--- config.mk ---
export PLATFORM = sky130hd
export DESIGN_NAME = t_toggle_pulse_gen
export DESIGN_NICKNAME = d
export VERILOG_FILES = /design/src/rtl/tff_lab_defs.sv /design/src/rtl/sync_2ff.sv /design/src/rtl/t_toggle_pulse_gen.sv
export SDC_FILE = /design/constraint.sdc
export NUM_CORES = 1
export LEC_CHECK = 0
export BUFFER_PORTS_ARGS = -buffer_cell sky130_fd_sc_hd__buf_2
export CAP_MARGIN = 0
export CORE_UTILIZATION = 52
export DETAILED_ROUTE_END_ITERATION = 8
export HOLD_SLACK_MARGIN = 0.05
export PLACE_DENSITY = 0.75
export SLEW_MARGIN = 25
export SYNTH_ARGS = -nofsm -noshare
export SYNTH_HDL_FRONTEND = slang
export SYNTH_HIERARCHICAL = 1
export SYNTH_SLANG_ARGS = --single-unit
--- constraint.sdc ---
create_clock -name clk -period 1.5 [get_ports clk]
set_input_delay 0.075 -clock clk [delete_from_list [all_inputs] [get_ports clk]]
set_output_delay 0.075 -clock clk [all_outputs]
set_load 0.1 [all_outputs]
--- src/rtl/tff_lab_defs.sv ---
// Shared state encodings for the T flip-flop lab blocks.
// Debounce FSM states, also used by benches for state checks.
package tff_lab_defs;
  localparam logic [1:0] IDLE      = 2'd0;
  localparam logic [1:0] CHK_PRESS = 2'd1;
  localparam logic [1:0] HELD      = 2'd2;
  localparam logic [1:0] CHK_REL   = 2'd3;
endpackage

--- src/rtl/sync_2ff.sv ---
// Two-flop synchronizer for one asynchronous level.
// Ports: clk, rst (async, active-high), d (async in), q (synced out).
module sync_2ff (
  input  logic clk,
  input  logic rst,
  input  logic d,
  output logic q
);
  logic s1;

  always_ff @(posedge clk or posedge rst) begin
    if (rst) begin
      s1 <= 1'b0;
      q  <= 1'b0;
    end else begin
      s1 <= d;
      q  <= s1;
    end
  end
endmodule

--- src/rtl/t_toggle_pulse_gen.sv ---
// Debounced push-button to single-cycle T pulse generator.
// Ports: clk, rst, btn_in -> T (pulse), pressed (level), toggle_cnt.
module t_toggle_pulse_gen
  import tff_lab_defs::*;
#(
  parameter int DEBOUNCE_CYCLES = 4,
  parameter bit BTN_ACTIVE_LOW  = 1'b0,
  parameter int CNT_W           = 8
) (
  input  logic             clk,
  input  logic             rst,
  input  logic             btn_in,
  output logic             T,
  output logic             pressed,
  output logic [CNT_W-1:0] toggle_cnt
);
  localparam int QW = $clog2(DEBOUNCE_CYCLES + 1);
  localparam logic [QW-1:0] QMAX = QW'(DEBOUNCE_CYCLES - 1);

  typedef enum logic [1:0] {
    S_IDLE      = IDLE,
    S_CHK_PRESS = CHK_PRESS,
    S_HELD      = HELD,
    S_CHK_REL   = CHK_REL
  } state_t;

  state_t        state;
  logic [QW-1:0] qcnt;
  logic          btn_n;
  logic          s2;

  // Inversion ahead of the synchronizer keeps reset value inactive.
  assign btn_n = btn_in ^ BTN_ACTIVE_LOW;

  sync_2ff u_sync (
    .clk (clk),
    .rst (rst),
    .d   (btn_n),
    .q   (s2)
  );

  always_ff @(posedge clk or posedge rst) begin
    if (rst) begin
      state      <= S_IDLE;
      qcnt       <= '0;
      T          <= 1'b0;
      pressed    <= 1'b0;
      toggle_cnt <= '0;
    end else begin
      T <= 1'b0;
      unique case (state)
        S_IDLE: begin
          if (s2) begin
            state <= S_CHK_PRESS;
            qcnt  <= '0;
          end
        end
        S_CHK_PRESS: begin
          if (!s2) begin
            state <= S_IDLE;
            qcnt  <= '0;
          end else if (qcnt == QMAX) begin
            state      <= S_HELD;
            T          <= 1'b1;
            pressed    <= 1'b1;
            toggle_cnt <= toggle_cnt + CNT_W'(1);
          end else begin
            qcnt <= qcnt + QW'(1);
          end
        end
        S_HELD: begin
          if (!s2) begin
            state <= S_CHK_REL;
            qcnt  <= '0;
          end
        end
        S_CHK_REL: begin
          // Return to HELD on bounce: no new pulse is issued.
          if (s2) begin
            state <= S_HELD;
            qcnt  <= '0;
          end else if (qcnt == QMAX) begin
            state   <= S_IDLE;
            pressed <= 1'b0;
          end else begin
            qcnt <= qcnt + QW'(1);
          end
        end
        default: begin
          state <= S_IDLE;
          qcnt  <= '0;
        end
      endcase
    end
  end
endmodule
==> impl_metrics.py, run 1 <==
metrics = {
    "timing": {
        "max_freq_mhz": 719,
        "final.setup_skew_ns": 0.00195,
        "worst_pin_slew_ns": 0.559,
        "slew_viol_final": 0,
        "rsz0062_at_grt": "false",
        "finalHoldViolCount": 0,
        "fin_tns_setup_ns": 0,
        "fin_crit_sh": 0.927,
        "worst_hold_slack_ns": 0.174,
        "final.min_clock_period_ns": 1.39,
        "relSlewSlack": 0.627,
        "layout_setup_ws_ns": 0.110,
        "setup_viol_count_final": 0,
    },
    "clock_network": {
        "cts_max_path_buffers": 2,
        "cts_sinks": 17,
        "clk_latency_ns": 0.29,
        "cts_tree": "yes",
        "cts_setup_buffers": 0,
        "numCtsBuffers": 3,
        "root_buffer": "clkbuf_4",
        "cts-htree-levels": 1,
        "path_clk_slew_ns": 0.09,
    },
    "yosys": {
        "synth-seq-cells": 17,
        "synthCells": 66,
        "synth_top_area_frac": 0.549,
        "synth_warnings": 6,
        "synth.area.top_cells": "dfrtp_1 (55%), xor2_1 (9.0%), nor4_2 (4.8%)",
        "yosysSeqAreaShare": 0.549,
        "ys_types": 23,
        "syn_area_um2": 774,
        "syn_nets": 71,
        "synth_largest_area_cell": "dfrtp_1",
        "avgSynthCellArea_um2": 11.7,
    },
    "job": {
        "cap_violations": 0,
    },
    "status": {
        "status": "finished clean",
    },
    "global_route": {
        "grt_start_max_net_pins": 16,
        "grt-ovfl-total": 0,
        "grt_first_pass_wirelength_um": 1930,
        "grt_usage": 0.200,
        "antenna_found_initial": 0,
        "grt_pass1_vias": 465,
    },
    "pwr": {
        "power_density_nw_per_um2": 1330,
        "ir_drop_v": 0.000833,
        "leakagePower_nw": 0.480,
    },
    "finish": {
        "num_antenna_cells": 0,
        "nets": 91,
        "area_delta_synth_final_pct": 18.6,
        "drive_above_1_share": 0.365,
    },
    "critical_path": {
        "cp_data_arrival_time_ns": 1.61,
        "worstPathMaxFanout": 9,
        "cp-start-kind": "register",
        "worstSetupEndpointType": "register",
        "crit_required_ns": 1.72,
        "crit_type": "register to register",
    },
    "floorplan": {
        "core_area_um2": 1350,
        "die_h_um": 40.6,
        "die_x_um": 40.6,
        "num_rows": 13,
        "ioPinCount": 13,
        "initial_core_util": 0.574,
        "die-area_um2": 1650,
    },
    "drt": {
        "ant_nets": 0,
        "vias_per_cell": 5.28,
        "drtIter0Drc": 6,
        "num_vias": 528,
        "firstDrtPassIters": 4,
        "wl_per_cell_um": 13.4,
        "drc": 0,
        "routed_wl_um": 1340,
    },
    "placed_design": {
        "place.gp.congestion": 0.750,
        "portBuffers": 12,
        "pre_cts_slack_ns": 0.0765,
        "hpwl_um": 960,
    },
    "worst_hold_path": {
        "hp-class": "input pin to asynchronous set/reset pin",
    },
}
-- flip-flops by register name (all words and copies together) (netlist names), named ones only --
signal	flops
state	1
toggle_cnt	8
u_sync/q	1
qcnt	3
pressed	1
u_sync/s1	1
T	1
-- critical path, stage by stage (launching register included) --
cell	delay, ns
dfrtp_1	0.40
ha_2	0.24
nand3b_4	0.16
nor4_2	0.36
xor2_1	0.17
-- Yosys cell counts --
cell type  count
nand2b_1       1
ha_1           2
nand2b_2       1
mux2i_1        1
nand2_1        8
nor3b_1        1
mux2_2         1
nand4_1        1
and3b_1        1
a21oi_1        1
xnor2_1        2
nor2_1         2
o21ai_0        2
nor4_2         3
nand3_1        3
nand3b_4       1
o22ai_1        2
inv_1          3
o21a_1         1
dfrtp_1       17
nor3_1         3
xor2_1         8
nor2_2         1
-- final timing paths --
| check | from | to | slack, ns | cells after the start |
|---|---|---|---|---|
| setup / recovery | qcnt[0]$_DFFE_PP0P_ | toggle_cnt[5]$_DFFE_PP0P_ | 0.11 | 4 |
| hold / removal | rst | u_sync/q$_DFF_PP0_ | 0.17 | 3 |
| setup reg to reg | qcnt[0]$_DFFE_PP0P_ | toggle_cnt[5]$_DFFE_PP0P_ | 0.11 | 4 |
| hold reg to reg | u_sync/s1$_DFF_PP0_ | u_sync/q$_DFF_PP0_ | 0.37 | 0 |
| max in group asynchronous | rst | toggle_cnt[3]$_DFFE_PP0P_ | 0.72 | 3 |
| min in group clk | u_sync/s1$_DFF_PP0_ | u_sync/q$_DFF_PP0_ | 0.37 | 0 |
-- repair_timing --
action / 4_1_cts / 5_1_grt
setup endpoints to repair: 0 / 2
hold buffers: 2 / 0
endpoints found under the hold margin: 18 / 0
resized for setup: 0 / 1
-- metrics by stage --
step / cell area [um2] / utilization / cells / total power [mW]
6_report: 918 / 0.680 / 100 / 1.22
2_1_floorplan: 783 / - / 66 / 0.898
3_5_place_dp: 870 / 0.644 / 94 / 0.976
5_1_grt: 918 / 0.680 / 100 / 1.28
3_3_place_gp: 870 / 0.644 / 94 / 0.956
4_1_cts: 916 / 0.678 / 100 / 1.22
-- layout by cell type (no fill, tap or decap) --
cell,n
mux2i_1,1
nand2b_1,1
ha_1,1
and3b_1,1
nor3b_1,1
o21a_1,1
dfrtp_2,7
nor3_1,3
o21ai_0,2
inv_1,3
nand3b_4,1
dfrtp_1,10
clkbuf_4,3
xor2_1,8
a21oi_1,1
nand4_1,1
ha_2,1
nand2b_2,1
clkbuf_1,1
xnor2_1,2
nor2_2,1
nor2_1,2
nand3_1,3
mux2_2,1
nor4_2,3
buf_4,1
nand2_1,8
o22ai_1,2
dlygate4sd3_1,2
buf_2,12
-- per-layer routing --
layer / vias to the layer above / track usage / wire, um
met3: 5 / 0.0500 / 37
met4: 0 / 0.175 / 44
met5: - / 0 / 0
met2: 10 / 0.274 / 620
met1: 247 / 0.258 / 632
li1: 266 / - / -
-- layout make-up --
| type | instances | area, um2 |
|---|---|---|
| Tap cell | 15 | 18.8 |
| Clock buffer | 4 | 26.3 |
| Multi-Input combinational cell | 46 | 340 |
| Timing Repair Buffer | 15 | 87.6 |
| Inverter | 3 | 11.3 |
| Sequential cell | 17 | 434 |
| Fill cell | 98 | 432 |
-- report_power, final --
part	total (mW)	switching [mW]	leakage, nW	internal (mW)
registers	0.614	0.0911	0.211	0.523
clock network	0.245	0.142	0.0150	0.104
logic	0.361	0.245	0.254	0.116
-- kinds of logic (layout without fill, tap and decap cells) --
family | count (synthesis) | in the layout | synth area share
AOI/OAI and AO/OA | 6 | 6 | 0.0452
xor gates and xnor gates | 10 | 10 | 0.113
adders and majority gates | 2 | 2 | 0.0323
buffers and inverters | 3 | 22 | 0.0145
DFF | 17 | 17 | 0.549
muxes | 2 | 2 | 0.0275
and+or+nand+nor | 26 | 26 | 0.218
(Power assumes the default switching activity.)
==> run 2: changes to the inputs <==
Settings changed: CORE_UTILIZATION 52 to 54, CTS_BUF_LIST from default to sky130_fd_sc_hd__clkbuf_8, PLACE_DENSITY 0.75 to 0.77, RECOVER_POWER from default to 100.
==> run 2 against run 1 <==
Effect of this change: critical path depth is the same; maximum frequency grew 0.24%; core utilization grew 2.5 points; hold slack gained 0.026 ns; count of clock-buffer cells in the layout shrank 1; die area shrank 3.5%; flip-flop and latch count is the same; combinational power shrank 3%; total power grew 5.8%; critical endpoint unchanged.
==> impl_metrics.py, run 2 (synthesized netlist as in run 1, its figures left out) <==
metrics = {
    "critical_path": {
        "r2r-start": "qcnt[0]$_DFFE_PP0P_",
        "max_stage_delay_ns": 0.39,
        "crit_type": "register to register",
        "crit_required_ns": 1.67,
        "worstSetupEndpointType": "register",
        "worstPathMaxFanout": 9,
        "r2r_cells": 4,
        "crit_chain": "ha_2 > nand3b_4 > nor4_1 > xor2_1",
        "cp_slowest_cell": "dfrtp_1",
        "cp-start-kind": "register",
        "cp_data_arrival_time_ns": 1.55,
        "r2r-end": "toggle_cnt[5]$_DFFE_PP0P_",
        "r2r_slack_ns": 0.11,
    },
    "timing": {
        "rsz0062_at_grt": "false",
        "worst_pin_slew_ns": 0.559,
        "fin_crit_sh": 0.925,
        "worst_hold_slack_ns": 0.200,
        "relSlewSlack": 0.627,
        "setup_viol_count_final": 0,
        "slew_viol_final": 0,
        "final.min_clock_period_ns": 1.39,
        "final.setup_skew_ns": 0.00393,
        "layout_setup_ws_ns": 0.113,
        "fin_tns_setup_ns": 0,
        "finalHoldViolCount": 0,
        "max_freq_mhz": 721,
    },
    "floorplan": {
        "die_x_um": 39.9,
        "die_h_um": 39.9,
        "die-area_um2": 1590,
        "ioPinCount": 13,
        "core_area_um2": 1320,
        "num_rows": 13,
        "initial_core_util": 0.588,
    },
    "placed_design": {
        "hpwl_um": 929,
        "pre_cts_slack_ns": 0.0645,
        "portBuffers": 12,
        "place_area_um2": 870,
        "place.gp.congestion": 0.719,
    },
    "finish": {
        "fin_area_um2": 930,
        "seqCellArea_um2": 434,
        "fill_cells": 91,
        "nets": 91,
        "area_delta_synth_final_pct": 20.0,
        "utilization": 0.706,
        "reg_top3": "toggle_cnt: 8 flops, qcnt: 3 flops",
        "drive_above_1_share": 0.341,
        "multi_input_area_um2": 334,
        "num_antenna_cells": 0,
        "largest_reg_flops": 8,
        "top_register": "toggle_cnt",
        "layout_common_cells": "dfrtp_1 (10), clkbuf_2 (10), nand2_1 (8), xor2_1 (8), dfrtp_2 (7)",
    },
    "drt": {
        "vias_per_cell": 5.29,
        "num_vias": 529,
        "firstDrtPassIters": 4,
        "wl_per_cell_um": 12.9,
        "drtIter0Drc": 9,
        "routed_wl_um": 1290,
        "drc": 0,
        "ant_nets": 0,
    },
    "clock_network": {
        "cts_tree": "yes",
        "numCtsBuffers": 3,
        "cts_max_path_buffers": 2,
        "cts-htree-levels": 1,
        "root_buffer": "clkbuf_8",
        "cts_setup_buffers": 0,
        "clk_latency_ns": 0.25,
        "path_clk_slew_ns": 0.06,
        "cts_sinks": 17,
    },
    "global_route": {
        "grt_start_max_net_pins": 16,
        "antenna_found_initial": 0,
        "grt-ovfl-total": 0,
        "grt_usage": 0.203,
        "grt_first_pass_wirelength_um": 2080,
        "grt_pass1_vias": 515,
    },
    "status": {
        "status": "finished clean",
    },
    "job": {
        "cap_violations": 0,
    },
    "pwr": {
        "pwr-share-seq": 0.476,
        "power_switching_mw": 0.472,
        "ir_drop_v": 0.000932,
        "power_density_nw_per_um2": 1390,
        "clkPwrFrac": 0.253,
        "swShare": 0.365,
        "power_frac_comb": 0.271,
        "leakagePower_nw": 0.482,
        "internal_power_mw": 0.820,
    },
    "worst_hold_path": {
        "hp-class": "input pin to asynchronous set/reset pin",
    },
}
## run 2: worst max-delay path: cells and delay by family, from the launching register on
family	cells	cell delay (ns)
and+or+nand+nor	2	0.50
DFF	1	0.39
adders and majority gates	1	0.25
xor gates and xnor gates	1	0.18
## run 2: routing by layer
metal	up-vias	global-route usage	wire, um
li1	263	-	-
met1	252	0.259	610
met2	10	0.310	610
met3	4	0.0511	41
met4	0	0.103	26
met5	-	0	0
## run 2: worst max-delay path by stage
stage,start,endpoint,cells after the start
6_report,qcnt[0]$_DFFE_PP0P_,toggle_cnt[5]$_DFFE_PP0P_,4
3_5_place_dp,qcnt[0]$_DFFE_PP0P_,toggle_cnt[1]$_DFFE_PP0P_,4
5_1_grt,qcnt[0]$_DFFE_PP0P_,toggle_cnt[5]$_DFFE_PP0P_,4
3_3_place_gp,qcnt[0]$_DFFE_PP0P_,toggle_cnt[1]$_DFFE_PP0P_,4
2_1_floorplan,toggle_cnt[0]$_DFFE_PP0P_,toggle_cnt[4]$_DFFE_PP0P_,4
4_1_cts,qcnt[0]$_DFFE_PP0P_,toggle_cnt[1]$_DFFE_PP0P_,4
## run 2: final cells by class
cell class              instances  area share
flip-flops and latches         17       0.467
inverters                       3      0.0121
repair buffers                 15      0.0929
clock inverters                 1     0.00404
clock buffers                   3      0.0444
well taps                      15      0.0202
multi-input cells              46       0.359
## run 2: stage by stage
stage | instances | power (mW)
finish | 100 | 1.29
global route | 100 | 1.37
CTS | 100 | 1.30
detailed placement | 94 | 0.974
global placement | 94 | 0.960
floorplan | 66 | 0.898
## run 2: repair_timing
action	in CTS	in global routing
hold endpoints to repair	18	0
endpoints found under the setup margin	0	2
hold buffers	2	0
resized for setup	0	1
## run 2: power by group through the flow
stage | Clock [mW] | Sequential [mW] | Combinational [mW]
after floorplan | 0 | 0.719 | 0.179
after global placement | 0 | 0.614 | 0.346
after detailed placement | 0 | 0.622 | 0.352
after CTS | 0.331 | 0.615 | 0.356
after global routing | 0.354 | 0.627 | 0.385
final | 0.326 | 0.615 | 0.350
==> run 3: changes to the inputs <==
Settings changed: CORE_ASPECT_RATIO from default to 1.2, CORE_UTILIZATION 54 to 30, PLACE_DENSITY 0.77 to default.
==> run 3 against run 2 <==
Effect of this change: cell count is 16% higher; core utilization is 30 points lower; global-route usage decreased by 8.5 points; via count grew 3.0%; hold slack better by 0.018 ns; largest cell class unchanged.
==> impl_metrics.py, run 3 (synthesized netlist as in run 1, its figures left out) <==
metrics = {
    "status": {
        "status": "finished clean",
    },
    "floorplan": {
        "initial_core_util": 0.326,
        "num_rows": 19,
        "die-area_um2": 2790,
        "die_h_um": 57.7,
        "core_area_um2": 2380,
        "ioPinCount": 13,
        "die_x_um": 48.4,
    },
    "critical_path": {
        "crit_type": "register to register",
        "cp-start-kind": "register",
        "crit_required_ns": 1.64,
        "worstPathMaxFanout": 9,
        "cp_data_arrival_time_ns": 1.52,
        "worstSetupEndpointType": "register",
    },
    "finish": {
        "largest_reg_flops": 8,
        "area_delta_synth_final_pct": 23.4,
        "num_antenna_cells": 0,
        "layout_common_cells": "dfrtp_1 (10), clkbuf_2 (10), nand2_1 (8), xor2_1 (8), dfrtp_2 (7)",
        "fill_cells": 242,
        "top_register": "toggle_cnt",
        "multi_input_area_um2": 340,
        "nets": 91,
        "drive_above_1_share": 0.353,
        "seqCellArea_um2": 434,
        "reg_top3": "toggle_cnt: 8 flops, qcnt: 3 flops",
    },
    "global_route": {
        "grt-ovfl-total": 0,
        "grt_usage": 0.118,
        "antenna_found_initial": 0,
        "grt_pass1_vias": 550,
        "grt_first_pass_wirelength_um": 2390,
        "grt_start_max_net_pins": 16,
    },
    "timing": {
        "finalHoldViolCount": 0,
        "relSlewSlack": 0.623,
        "slew_viol_final": 0,
        "rsz0062_at_grt": "false",
        "fin_crit_sh": 0.918,
        "final.setup_skew_ns": 0.00560,
        "max_freq_mhz": 726,
        "fin_tns_setup_ns": 0,
        "worst_pin_slew_ns": 0.565,
        "worst_hold_slack_ns": 0.219,
        "final.min_clock_period_ns": 1.38,
        "setup_viol_count_final": 0,
    },
    "drt": {
        "drc": 0,
        "ant_nets": 0,
        "routed_wl_um": 1380,
        "vias_per_cell": 4.70,
        "num_vias": 545,
        "firstDrtPassIters": 3,
        "drtIter0Drc": 5,
        "wl_per_cell_um": 11.9,
    },
    "clock_network": {
        "cts_max_path_buffers": 2,
        "cts-htree-levels": 1,
        "cts_sinks": 17,
        "clk_latency_ns": 0.25,
        "cts_tree": "yes",
        "path_clk_slew_ns": 0.06,
        "root_buffer": "clkbuf_8",
        "numCtsBuffers": 3,
    },
    "placed_design": {
        "hpwl_um": 1020,
        "portBuffers": 12,
        "place.gp.congestion": 0.735,
    },
    "pwr": {
        "power_density_nw_per_um2": 1370,
        "leakagePower_nw": 0.482,
        "ir_drop_v": 0.000548,
    },
    "worst_hold_path": {
        "hp-class": "input pin to asynchronous set/reset pin",
    },
    "job": {
        "cap_violations": 0,
    },
}
run 3: cell types whose count changed in the layout (fill, tap and decap cells not counted):
cell | previous run | this run
nor4_1 | 1 | 0
nor4_2 | 2 | 3
run 3: worst paths after layout:
check	from	to	slack, ns	cells past startpoint
setup / recovery	qcnt[0]$_DFFE_PP0P_	toggle_cnt[1]$_DFFE_PP0P_	0.12	4
hold / removal	rst	u_sync/s1$_DFF_PP0_	0.22	3
setup reg to reg	qcnt[0]$_DFFE_PP0P_	toggle_cnt[1]$_DFFE_PP0P_	0.12	4
hold reg to reg	u_sync/s1$_DFF_PP0_	u_sync/q$_DFF_PP0_	0.35	0
max in group asynchronous	rst	toggle_cnt[6]$_DFFE_PP0P_	0.68	3
min in group clk	u_sync/s1$_DFF_PP0_	u_sync/q$_DFF_PP0_	0.35	0
run 3: what timing repair did:
| action | in CTS | in global routing |
|---|---|---|
| hold buffers | 2 | 0 |
| setup endpoints to repair | 0 | 1 |
| endpoints found under the hold margin | 18 | 0 |
| resized for setup | 0 | 2 |
| buffers inserted | 0 | 0 |
run 3: per-stage QoR:
stage           util  worst slack [ns]  power, mW  cells  instance area [um2]
2_1_floorplan      -            0.0394      0.898     66                  783
3_3_place_gp   0.374             0.135      0.960    110                  890
3_5_place_dp   0.374            0.0784      0.977    110                  890
4_1_cts        0.402            0.0805       1.32    116                  955
5_1_grt        0.402            0.0411       1.37    116                  956
6_report       0.402             0.122       1.31    116                  956
run 3: per-layer routing:
| metal | vias to the layer above | track usage | share of wire |
|---|---|---|---|
| li1 | 262 | - | - |
| met1 | 270 | 0.136 | 0.43 |
| met2 | 8 | 0.183 | 0.50 |
| met3 | 5 | 0.0236 | 0.022 |
| met4 | 0 | 0.113 | 0.043 |
| met5 | - | 0 | 0 |
run 3: final cells by class:
class | count | area share
Multi-Input combinational cell | 46 | 0.356
Clock buffer | 3 | 0.0432
Timing Repair Buffer | 15 | 0.0903
Clock inverter | 1 | 0.00393
Sequential cell | 17 | 0.454
Tap cell | 31 | 0.0406
Inverter | 3 | 0.0118
run 3: worst max-delay path, stage by stage (launching register included):
cell and delay, ns:
dfrtp_1 0.39, ha_2 0.25, nand3b_4 0.15, nor2_2 0.14
mux2_2 0.35
run 3: report_power, final:
| group | leakage (nW) | switching (mW) | internal (mW) |
|---|---|---|---|
| Clock | 0.0269 | 0.149 | 0.182 |
| Combinational | 0.244 | 0.247 | 0.115 |
| Sequential | 0.211 | 0.0919 | 0.524 |
| Total | 0.482 | 0.488 | 0.821 |
